[config.mk]
export PLATFORM = sky130hd
export DESIGN_NAME = trdb_pkt_scheduler
export DESIGN_NICKNAME = d
export VERILOG_FILES = /design/src/rtl/trdb_pkt_scheduler_pkg.sv /design/src/rtl/trdb_resync_counter.sv /design/src/rtl/trdb_pkt_scheduler.sv
export SDC_FILE = /design/constraint.sdc
export NUM_CORES = 1
export LEC_CHECK = 0
export CAP_MARGIN = 30
export CORE_MARGIN = 2
export CORE_UTILIZATION = 38
export CTS_BUF_LIST = sky130_fd_sc_hd__clkbuf_8
export CTS_CLUSTER_DIAMETER = 200
export DETAILED_ROUTE_END_ITERATION = 12
export HOLD_SLACK_MARGIN = 0.05
export PLACE_DENSITY = 0.8
export SKIP_CTS_REPAIR_TIMING = 1
export SYNTH_ARGS = -nofsm -noshare
export SYNTH_HDL_FRONTEND = slang
export SYNTH_SLANG_ARGS = --single-unit
[constraint.sdc]
create_clock -name clk_i -period 2 [get_ports clk_i]
set_input_delay 0.4 -clock clk_i [delete_from_list [all_inputs] [get_ports clk_i]]
set_output_delay 0.4 -clock clk_i [all_outputs]
set_load 0.02 [all_outputs]
[src/rtl/trdb_pkt_scheduler_pkg.sv]
// rtl/trdb_pkt_scheduler_pkg.sv - shared trace-encoder types and scheduler constants
// Purpose: packet format/subformat encodings, scheduler FSM states,
//          request-index constants and a one-hot helper.
// Ports:   none (package).
package trdb_pkt_scheduler_pkg;

  typedef enum logic [1:0] {
    F_OPT_EXT    = 2'd0,
    F_DIFF_DELTA = 2'd1,
    F_ADDR_ONLY  = 2'd2,
    F_SYNC       = 2'd3
  } trdb_format_e;

  typedef enum logic [1:0] {
    SF_START   = 2'd0,
    SF_TRAP    = 2'd1,
    SF_CONTEXT = 2'd2,
    SF_SUPPORT = 2'd3
  } trdb_subformat_e;

  typedef enum logic {
    IDLE    = 1'b0,
    PRESENT = 1'b1
  } trdb_sched_state_e;

  // Request indices double as priority order: lower index wins.
  localparam int REQ_START  = 0;
  localparam int REQ_TRAP   = 1;
  localparam int REQ_CTX    = 2;
  localparam int REQ_RESYNC = 3;
  localparam int REQ_ADDR   = 4;
  localparam int REQ_N      = 5;

  localparam int RESYNC_W_DEFAULT = 16;

  typedef logic [REQ_N-1:0] trdb_req_t;

  function automatic trdb_req_t req_bit(input int idx);
    return trdb_req_t'(1) << idx;
  endfunction

endpackage

[src/rtl/trdb_resync_counter.sv]
// rtl/trdb_resync_counter.sv - periodic resynchronisation counter
// Purpose: counts cycles since the last full-address sync and pulses hit_o
//          on the cycle the count is about to reach max_i.
// Ports:   clk_i, rst_ni (async active-low), clr_i (restart count),
//          max_i (threshold, 0 disables), hit_o (one-cycle resync request).
module trdb_resync_counter #(
  parameter int W = 16
) (
  input  logic         clk_i,
  input  logic         rst_ni,
  input  logic         clr_i,
  input  logic [W-1:0] max_i,
  output logic         hit_o
);

  logic [W-1:0] cnt;
  logic [W-1:0] cnt_next;

  // Saturates at max_i; a lowered threshold snaps the count down and still
  // produces one hit, so a change is honoured on the next compare.
  always_comb begin
    cnt_next = (cnt >= max_i) ? max_i : cnt + 1'b1;
    hit_o    = !clr_i && (max_i != '0) && (cnt != max_i) && (cnt_next == max_i);
  end

  always_ff @(posedge clk_i or negedge rst_ni) begin
    if (!rst_ni) begin
      cnt <= '0;
    end else if (clr_i) begin
      cnt <= '0;
    end else begin
      cnt <= cnt_next;
    end
  end

endmodule

[src/rtl/trdb_pkt_scheduler.sv]
// rtl/trdb_pkt_scheduler.sv - trace packet scheduler (format/subformat issue)
// Purpose: merges pending and incoming packet requests, picks one by fixed
//          priority (start, trap, ctx, resync, addr) and presents it to the
//          packet builder over valid/ready. Optional periodic resync is
//          enabled by defining TRDB_RESYNC_EN.
// Ports:   clk_i, rst_ni (async active-low); start/trap/ctx/addr_req_i
//          request pulses; flush_i; resync_max_i; pkt_valid_o/pkt_ready_i
//          handshake; pkt_format_o, pkt_subformat_o descriptor;
//          dropped_o lost-request pulse.
module trdb_pkt_scheduler
  import trdb_pkt_scheduler_pkg::*;
#(
  parameter int RESYNC_W = RESYNC_W_DEFAULT
) (
  input  logic                clk_i,
  input  logic                rst_ni,
  input  logic                start_req_i,
  input  logic                trap_req_i,
  input  logic                ctx_req_i,
  input  logic                addr_req_i,
  input  logic                flush_i,
  input  logic [RESYNC_W-1:0] resync_max_i,
  output logic                pkt_valid_o,
  input  logic                pkt_ready_i,
  output trdb_format_e        pkt_format_o,
  output trdb_subformat_e     pkt_subformat_o,
  output logic                dropped_o
);

  trdb_sched_state_e state;
  trdb_req_t         pending;
  trdb_req_t         incoming;
  trdb_req_t         cand;
  trdb_req_t         clr_mask;
  trdb_req_t         consumed;
  trdb_req_t         pending_next;
  trdb_format_e      next_fmt;
  trdb_subformat_e   next_sub;
  logic              xfer;
  logic              load;
  logic              drop;
  logic              resync_hit;
  logic              resync_clr;

  // Any accepted full-address sync restarts the resync period.
  assign resync_clr = flush_i || (xfer && (pkt_format_o == F_SYNC) &&
                      ((pkt_subformat_o == SF_START) || (pkt_subformat_o == SF_TRAP)));

`ifdef TRDB_RESYNC_EN
  trdb_resync_counter #(.W(RESYNC_W)) u_resync (
    .clk_i  (clk_i),
    .rst_ni (rst_ni),
    .clr_i  (resync_clr),
    .max_i  (resync_max_i),
    .hit_o  (resync_hit)
  );
`else
  logic unused_resync;
  assign unused_resync = ^{resync_max_i, resync_clr};
  assign resync_hit    = 1'b0;
`endif

  always_comb begin
    incoming = '0;
    if (!flush_i) begin
      incoming[REQ_START]  = start_req_i;
      incoming[REQ_TRAP]   = trap_req_i;
      incoming[REQ_CTX]    = ctx_req_i;
      incoming[REQ_RESYNC] = resync_hit;
      incoming[REQ_ADDR]   = addr_req_i;
    end
    cand = flush_i ? '0 : (pending | incoming);
    xfer = pkt_valid_o && pkt_ready_i;
    load = ((state == IDLE) || xfer) && (|cand);

    // Winner selection; the mask also drops requests the winner subsumes.
    clr_mask = '0;
    next_fmt = F_OPT_EXT;
    next_sub = SF_START;
    if (cand[REQ_START]) begin
      clr_mask = req_bit(REQ_START) | req_bit(REQ_RESYNC) | req_bit(REQ_ADDR);
      next_fmt = F_SYNC;
      next_sub = SF_START;
    end else if (cand[REQ_TRAP]) begin
      clr_mask = req_bit(REQ_TRAP) | req_bit(REQ_ADDR);
      next_fmt = F_SYNC;
      next_sub = SF_TRAP;
    end else if (cand[REQ_CTX]) begin
      clr_mask = req_bit(REQ_CTX);
      next_fmt = F_SYNC;
      next_sub = SF_CONTEXT;
    end else if (cand[REQ_RESYNC]) begin
      clr_mask = req_bit(REQ_START) | req_bit(REQ_RESYNC) | req_bit(REQ_ADDR);
      next_fmt = F_SYNC;
      next_sub = SF_START;
    end else if (cand[REQ_ADDR]) begin
      clr_mask = req_bit(REQ_ADDR);
      next_fmt = F_ADDR_ONLY;
      next_sub = SF_START;
    end

    consumed     = load ? clr_mask : '0;
    pending_next = cand & ~consumed;
    drop         = |(incoming & pending & ~consumed);
  end

  always_ff @(posedge clk_i or negedge rst_ni) begin
    if (!rst_ni) begin
      state           <= IDLE;
      pending         <= '0;
      pkt_valid_o     <= 1'b0;
      pkt_format_o    <= F_OPT_EXT;
      pkt_subformat_o <= SF_START;
      dropped_o       <= 1'b0;
    end else begin
      pending   <= pending_next;
      dropped_o <= drop;
      if (load) begin
        state           <= PRESENT;
        pkt_valid_o     <= 1'b1;
        pkt_format_o    <= next_fmt;
        pkt_subformat_o <= next_sub;
      end else if (xfer) begin
        state       <= IDLE;
        pkt_valid_o <= 1'b0;
      end
    end
  end

endmodule
==> results.cfg, run 1 <==
[critical_path]
r2r-start = pending[0]
worstSetupPathType = input pin to flip-flop
start_kind = input pin
crit_path_cell_trace = clkdlybuf4s50_1 -> or4_4 -> nor4_4 -> a21oi_2 -> mux2_4
max_stage_delay_ns = 0.54
r2r-end = pkt_subformat_o[0]
r2r_cells = 4
endpoint_kind = flip-flop
required_ns = 2.12
cp_top_family = simple AND/OR/NAND/NOR gates
r2r_slack_ns = 0.24
critPathMaxFanout = 4
slowest_stage = or4_4
cp.arrival_ns = 2.04
crit_buf_inv = 1

[grt]
grt_start_max_net_pins = 12
grt_pass1_vias = 391
antenna_found_initial = 0
grt_use_total = 0.174
grt_overflow = 0
grt_pass1_wl_um = 1730

[place]
place_area_um2 = 732
dpl.hpwl_um = 889
placedCellCount = 84
portBuffers = 13
gp_congestion = 0.782

[sta]
finClkSkew_ns = 0.00154
max_slew_margin = 0.682
rsz0062_at_grt = false
finalCritPeriodShare = 0.961
fin_tns_setup_ns = 0
fin_crit_ns = 1.92
slew_violations = 0
fmax_mhz = 520
tightest_slew_ns = 0.475
finalSetupViolCount = 0
holdWs_ns = 0.461
finalHoldViolCount = 0

[cells_and_area]
register_area_um2 = 275
final_common_cell = clkdlybuf4s50_1
multi_input_area_um2 = 236
finalNonFillerCells = 88
drive_gt1_frac = 0.260
n_fill_cell = 125
layout_common_cells = clkdlybuf4s50_1, dfrtp_1, buf_4
n_antenna_cell = 0
area_growth_syn_to_layout_pct = 49.9
nets = 98
fin_area_um2 = 778

[min_path]
hold_end = pkt_format_o[1]
min_path_cells = 1
hp-class = flip-flop to flip-flop
min_from = pkt_format_o[1]

[power]
p_leak_nw = 0.325
p_total_mw = 0.584
ir_drop_mv = 0.436
power_density_nw_per_um2 = 750

[drt]
wl_um = 1160
wl_per_cell_um = 13.2
drtAntennaViolNets = 0
drt_iter0_drc = 3
num_vias = 429
drcViolationCount = 0
via_per_inst = 4.88
drt-pass1-iter-count = 2

[clock_tree]
clkTransAtPathRegs_ns = 0.05
cts_num_sinks = 11
cts_tree = done
clk_path_buf_depth = 2
h-tree-depth = 1
cts_buffers = 3
clock_latency_ns = 0.23
root_buffer = clkbuf_8

[floorplan]
die_area_um2 = 1680
rows = 13
start_util = 0.404
die_w_um = 41.0
boundaryPins = 30
die_y_um = 41.0
core_um2 = 1280

[yosys]
syn_area_um2 = 519
syn_avg_cell_area_um2 = 10.8
ys_seq_area_frac = 0.530
synth_seq_cells = 11
yosys_warnings = 0
netlist_instances = 48
ys_types = 27
synth_fp_nets = 72

[run]
cap_violations = 0

[run_status]
status = complete, no violations
## report_power, final
group	switching [mW]	internal (mW)	total [mW]
combinational	0.0543	0.0618	0.116
clock	0.0841	0.137	0.221
sequential	0.00979	0.237	0.247
total	0.148	0.436	0.584
## state kept, by name, indices dropped and copies added (netlist names)
register	cells
dropped_o	1
pending	5
pkt_format_o	2
pkt_subformat_o	2
state	1
## per-stage QoR
step | utilization | worst slack (ns)
final | 0.606 | 0.0783
after global routing | 0.606 | 0.0268
after CTS | 0.606 | 0.0790
after detailed placement | 0.570 | -0.163
after global placement | 0.570 | -0.139
after floorplan | - | 0.286
## worst reg2reg max path: stages, from the launching register on
cell	delay, ns
dfrtp_1	0.41
or4_4	0.57
nor4_4	0.22
a21oi_2	0.14
mux2_4	0.31
## cell usage after synthesis, drive strengths merged
master | n | area share
nand3b | 1 | 0.014
or4 | 1 | 0.022
mux2 | 1 | 0.029
o221a | 1 | 0.022
o22ai | 1 | 0.012
clkbuf | 1 | 0.0072
nor3b | 1 | 0.014
or2 | 1 | 0.012
nor3 | 2 | 0.019
o21ai | 2 | 0.019
nor2b | 1 | 0.012
o211ai | 1 | 0.014
a211oi | 1 | 0.014
or3 | 1 | 0.012
nand2 | 4 | 0.029
nor2 | 4 | 0.029
o21bai | 1 | 0.014
mux2i | 1 | 0.019
nand2b | 2 | 0.024
inv | 1 | 0.0072
o21a | 1 | 0.014
a21oi | 4 | 0.046
nor4 | 2 | 0.053
nand3 | 1 | 0.0096
dfrtp | 11 | 0.53
## logic make-up after synthesis
kind of cell,Yosys count,synth area share
DFF,11,0.530
and+or+nand+nor,21,0.251
muxes,2,0.0482
buffers and inverters,2,0.0144
AOI/OAI and AO/OA,12,0.157
## per-layer routing
layer  wire, µm  share of wire  track usage
met2        524           0.45        0.258
met1        559           0.48        0.212
met4         22          0.019        0.125
met5          0              0            0
met3         52          0.045       0.0489
## area by class of cell
| type | instances | area share |
|---|---|---|
| Clock buffer | 3 | 0.0531 |
| Clock inverter | 1 | 0.00643 |
| Timing Repair Buffer | 22 | 0.254 |
| Inverter | 1 | 0.00482 |
| Sequential cell | 11 | 0.354 |
| Multi-Input combinational cell | 35 | 0.304 |
| Tap cell | 15 | 0.0241 |
## worst max path at each step
stage / start / to / slack [ns] / depth (start not counted)
2_1_floorplan: pending[0] / pkt_subformat_o[0] / 0.29 / 4
3_3_place_gp: trap_req_i / pkt_subformat_o[0] / -0.14 / 5
3_5_place_dp: trap_req_i / pkt_subformat_o[0] / -0.16 / 5
4_1_cts: trap_req_i / pkt_subformat_o[0] / 0.08 / 5
5_1_grt: trap_req_i / pkt_subformat_o[0] / 0.03 / 5
6_report: trap_req_i / pkt_subformat_o[0] / 0.08 / 5
Note: power is estimated with default switching activity, not from simulation.
==> run 2: changes to the inputs <==
--- a/config.mk
+++ b/config.mk
@@ -6,13 +6,16 @@
 export NUM_CORES = 1
 export LEC_CHECK = 0
 export CAP_MARGIN = 30
+export CELL_PAD_IN_SITES_DETAIL_PLACEMENT = 0
+export CELL_PAD_IN_SITES_GLOBAL_PLACEMENT = 2
+export CORE_ASPECT_RATIO = 0.6
 export CORE_MARGIN = 2
-export CORE_UTILIZATION = 38
+export CORE_UTILIZATION = 21
 export CTS_BUF_LIST = sky130_fd_sc_hd__clkbuf_8
 export CTS_CLUSTER_DIAMETER = 200
 export DETAILED_ROUTE_END_ITERATION = 12
 export HOLD_SLACK_MARGIN = 0.05
-export PLACE_DENSITY = 0.8
+export PLACE_DENSITY = 0.74
 export SKIP_CTS_REPAIR_TIMING = 1
 export SYNTH_ARGS = -nofsm -noshare
 export SYNTH_HDL_FRONTEND = slang
==> run 2 against run 1 <==
  * Global-route usage is 6.7 points lower
  * Largest power group unchanged
  * Utilization is 25 points lower
  * Worst setup slack better by 0.034 ns
  * Die area is 73% higher
  * Combinational power hardly changed
  * Critical path type unchanged
  * Fmax is 1.8% higher
  * Highest routed layer is now met3
  * Clock power hardly changed
  * Sequential power hardly changed
  * First-iteration DRC count grew to 4.0 times the previous value
  * Sequential cell count stayed put
  * Sequential share of layout area is 1.1 points lower
  * Clock skew hardly changed
==> results.cfg, run 2 (synthesis gave the netlist of run 1 again) <==
[run_status]
status = complete, no violations

[cells_and_area]
drive_gt1_frac = 0.250
final_common_cell = clkdlybuf4s50_1
layout_common_cells = clkdlybuf4s50_1, dfrtp_1, buf_4
n_fill_cell = 237
area_growth_syn_to_layout_pct = 54.7
reg_top3 = pending x5, pkt_format_o x2, pkt_subformat_o x2
fin_area_um2 = 803
n_antenna_cell = 0
nets = 97
regMostFlops = pending
largest_reg_flops = 5

[power]
ir_drop_mv = 0.469
p_leak_nw = 0.332
power_density_nw_per_um2 = 731

[critical_path]
worstSetupPathType = input pin to flip-flop
r2r-end = pkt_subformat_o[0]
critPathMaxFanout = 4
required_ns = 2.12
r2r_cells = 4
r2r_slack_ns = 0.15
start_kind = input pin
endpoint_kind = flip-flop
r2r-start = pending[0]
cp.arrival_ns = 2.01

[place]
place_area_um2 = 736
portBuffers = 13
dpl.hpwl_um = 978
gp_congestion = 0.784

[sta]
finalHoldViolCount = 0
finalSetupViolCount = 0
rsz0062_at_grt = false
max_slew_margin = 0.663
slew_violations = 0
finalCritPeriodShare = 0.944
fin_tns_setup_ns = 0
fmax_mhz = 530
tightest_slew_ns = 0.504
fin_crit_ns = 1.89
finClkSkew_ns = 0.00203

[run]
cap_violations = 0

[drt]
drcViolationCount = 0
wl_per_cell_um = 12.7
num_vias = 443
wl_um = 1290
drt_iter0_drc = 12
drtAntennaViolNets = 0
via_per_inst = 4.34
drt-pass1-iter-count = 4

[floorplan]
start_util = 0.231
die_y_um = 42.5
core_um2 = 2240
rows = 13
die_w_um = 68.2
die_area_um2 = 2900
boundaryPins = 30

[min_path]
hp-class = flip-flop to flip-flop
min_from = pkt_format_o[1]
min_path_cells = 1
hold_end = pkt_format_o[1]

[grt]
grt_pass1_vias = 468
antenna_found_initial = 0
grt_overflow = 0
grt_pass1_wl_um = 2210
grt_start_max_net_pins = 12
grt_use_total = 0.106

[clock_tree]
cts_tree = done
clkTransAtPathRegs_ns = 0.05
h-tree-depth = 1
clk_path_buf_depth = 2
clock_latency_ns = 0.24
cts_buffers = 3
root_buffer = clkbuf_8
cts_num_sinks = 11
-- run 2: cell types whose count changed in the layout (fill, tap and decap cells not counted), sizes merged --
cell	delta
clkdlybuf4s50	-1
clkinv	-1
inv	+1
buf	-1
dlymetal6s2s	+1
-- run 2: critical path, stage by stage --
cell	delay (ns)
clkdlybuf4s50_1	0.42
or4_4	0.45
nor4_4	0.31
a21oi_4	0.12
mux2_4	0.31
-- run 2: worst max-delay path by stage --
stage	cells after the start	from	end	slack [ns]
floorplan	4	pending[0]	pkt_subformat_o[0]	0.29
global placement	5	trap_req_i	pkt_subformat_o[0]	-0.17
detailed placement	5	trap_req_i	pkt_subformat_o[0]	-0.18
CTS	5	trap_req_i	pkt_subformat_o[0]	0.08
global route	5	trap_req_i	pkt_subformat_o[0]	0.04
finish	5	trap_req_i	pkt_subformat_o[0]	0.11
-- run 2: where the power goes --
part | internal [mW] | total [mW] | leakage, nW | switching [mW]
Sequential | 0.237 | 0.246 | 0.136 | 0.00898
Combinational | 0.0617 | 0.119 | 0.169 | 0.0577
Clock | 0.135 | 0.222 | 0.0269 | 0.0868
-- run 2: cell type report --
class | count | area (µm²) | share of cell area
timing repair buffer | 21 | 193 | 0.240
sequential | 11 | 275 | 0.343
inverter | 1 | 3.75 | 0.00467
clock buffer | 3 | 41.3 | 0.0514
multi-input combinational | 35 | 249 | 0.310
tap | 30 | 37.5 | 0.0467
clock inverter | 1 | 3.75 | 0.00467
-- run 2: layer usage --
metal,global-route usage,vias up,share of wire
met5,0,-,0
met4,0.0120,0,0
met3,0.0511,0,0.072
met2,0.136,13,0.39
met1,0.162,207,0.53
li1,-,223,-
-- run 2: stage by stage --
stage	power [mW]	utilization	hold WS, ns	instances	setup WS, ns
finish	0.587	0.358	0.478	102	0.112
global placement	0.364	0.328	0.458	97	-0.168
floorplan	0.303	-	0.104	48	0.286
global route	0.618	0.358	0.503	102	0.0405
CTS	0.591	0.348	0.479	101	0.0755
detailed placement	0.365	0.328	0.454	97	-0.176
==> run 3: changes to the inputs <==
--- a/config.mk
+++ b/config.mk
@@ -10,12 +10,12 @@
 export CELL_PAD_IN_SITES_GLOBAL_PLACEMENT = 2
 export CORE_ASPECT_RATIO = 0.6
 export CORE_MARGIN = 2
-export CORE_UTILIZATION = 21
-export CTS_BUF_LIST = sky130_fd_sc_hd__clkbuf_8
+export CORE_UTILIZATION = 20
 export CTS_CLUSTER_DIAMETER = 200
+export CTS_CLUSTER_SIZE = 28
 export DETAILED_ROUTE_END_ITERATION = 12
 export HOLD_SLACK_MARGIN = 0.05
-export PLACE_DENSITY = 0.74
+export PLACE_DENSITY = 0.71
 export SKIP_CTS_REPAIR_TIMING = 1
 export SYNTH_ARGS = -nofsm -noshare
 export SYNTH_HDL_FRONTEND = slang
==> run 3 against run 2 <==
  * Utilization is 4.0 points lower
  * Global-route usage is 1.4 points lower
  * Count of clock-buffer cells in the layout is 1 higher
  * Fmax is 2.7% lower
  * Total power is 0.15% lower
  * Worst hold slack worse by 0.012 ns
  * First-iteration DRC count is 83% higher
  * Critical endpoint unchanged
  * Largest cell class unchanged
==> results.cfg, run 3 (synthesis gave the netlist of run 1 again) <==
[sta]
rsz0062_at_grt = false
holdWs_ns = 0.466
setup_slack_ns = 0.0599
slew_violations = 0
finClkSkew_ns = 0.00546
finalHoldViolCount = 0
fin_tns_setup_ns = 0
tightest_slew_ns = 0.507
fmax_mhz = 515
finalSetupViolCount = 0
fin_crit_ns = 1.94
finalCritPeriodShare = 0.970
max_slew_margin = 0.661

[cells_and_area]
n_antenna_cell = 0
final_util = 0.317
nets = 96
drive_gt1_frac = 0.239
multi_input_area_um2 = 240
register_area_um2 = 275
final_common_cell = clkdlybuf4s50_1
area_growth_syn_to_layout_pct = 52.0
largest_reg_flops = 5
regMostFlops = pending
layout_common_cells = clkdlybuf4s50_1, dfrtp_1, buf_4
n_fill_cell = 264
reg_top3 = pending x5, pkt_format_o x2, pkt_subformat_o x2
finalNonFillerCells = 103
fin_area_um2 = 790

[floorplan]
rows = 14
die_y_um = 43.5
die_w_um = 69.8
start_util = 0.209
core_um2 = 2490
boundaryPins = 30
die_area_um2 = 3030

[critical_path]
endpoint_kind = flip-flop
start_kind = input pin
max_stage_delay_ns = 0.46
cp.arrival_ns = 2.06
slowest_stage = or4_4
r2r-start = pending[0]
r2r_cells = 4
r2r-end = pkt_subformat_o[0]
required_ns = 2.12
critPathMaxFanout = 4
r2r_slack_ns = 0.16
cp_top_family = simple AND/OR/NAND/NOR gates
worstSetupPathType = input pin to flip-flop
crit_path_cell_trace = clkdlybuf4s50_1 -> or4_4 -> nor4_4 -> a21oi_2 -> mux2_4
crit_buf_inv = 1

[place]
portBuffers = 13
gp_congestion = 0.735
pre_cts_ws_ns = -0.227
place_area_um2 = 738
placedCellCount = 99
dpl.hpwl_um = 908

[clock_tree]
cts_tree = done
clk_path_buf_depth = 2
cts_buffers = 3
h-tree-depth = 1
clock_latency_ns = 0.24
clkTransAtPathRegs_ns = 0.05
root_buffer = clkbuf_8
cts_num_sinks = 11

[drt]
via_per_inst = 4.49
drt_iter0_drc = 22
num_vias = 462
drcViolationCount = 0
drt-pass1-iter-count = 4
wl_um = 1280
wl_per_cell_um = 12.4
drtAntennaViolNets = 0

[grt]
grt_overflow = 0
grt_pass1_vias = 420
grt_pass1_wl_um = 2060
grt_use_total = 0.0921
grt_start_max_net_pins = 12
antenna_found_initial = 0

[power]
p_leak_nw = 0.320
ir_drop_mv = 0.406
p_total_mw = 0.586
power_density_nw_per_um2 = 743

[min_path]
min_from = pkt_format_o[1]
hp-class = flip-flop to flip-flop
hold_end = pkt_format_o[1]
min_path_cells = 1

[run]
cap_violations = 0

[run_status]
status = complete, no violations
run 3: worst max-delay path by stage:
stage,start,to,slack [ns],depth (start not counted)
floorplan,pending[0],pkt_subformat_o[0],0.29,4
global placement,trap_req_i,pkt_subformat_o[0],-0.22,5
detailed placement,trap_req_i,pkt_subformat_o[0],-0.23,5
CTS,trap_req_i,pkt_subformat_o[0],0.02,5
global route,trap_req_i,pkt_subformat_o[0],0.02,5
finish,trap_req_i,pkt_subformat_o[0],0.06,5
run 3: metal layers:
layer | track usage | vias up | part of all wire
met5 | 0 | - | 0
met4 | 0.0231 | 0 | 0
met3 | 0.0465 | 0 | 0.074
met2 | 0.112 | 16 | 0.39
met1 | 0.139 | 226 | 0.53
li1 | - | 220 | -
run 3: cell type report:
cell class,count,share of cell area
Sequential cell,11,0.349
Multi-Input combinational cell,35,0.304
Timing Repair Buffer,20,0.235
Clock buffer,4,0.0571
Tap cell,32,0.0507
Inverter,1,0.00475
run 3: power by group:
part | leakage, nW | internal (mW) | total (mW) | switching [mW]
sequential | 0.136 | 0.237 | 0.247 | 0.00936
combinational | 0.162 | 0.0596 | 0.116 | 0.0568
clock | 0.0228 | 0.140 | 0.224 | 0.0836
total | 0.320 | 0.437 | 0.586 | 0.150
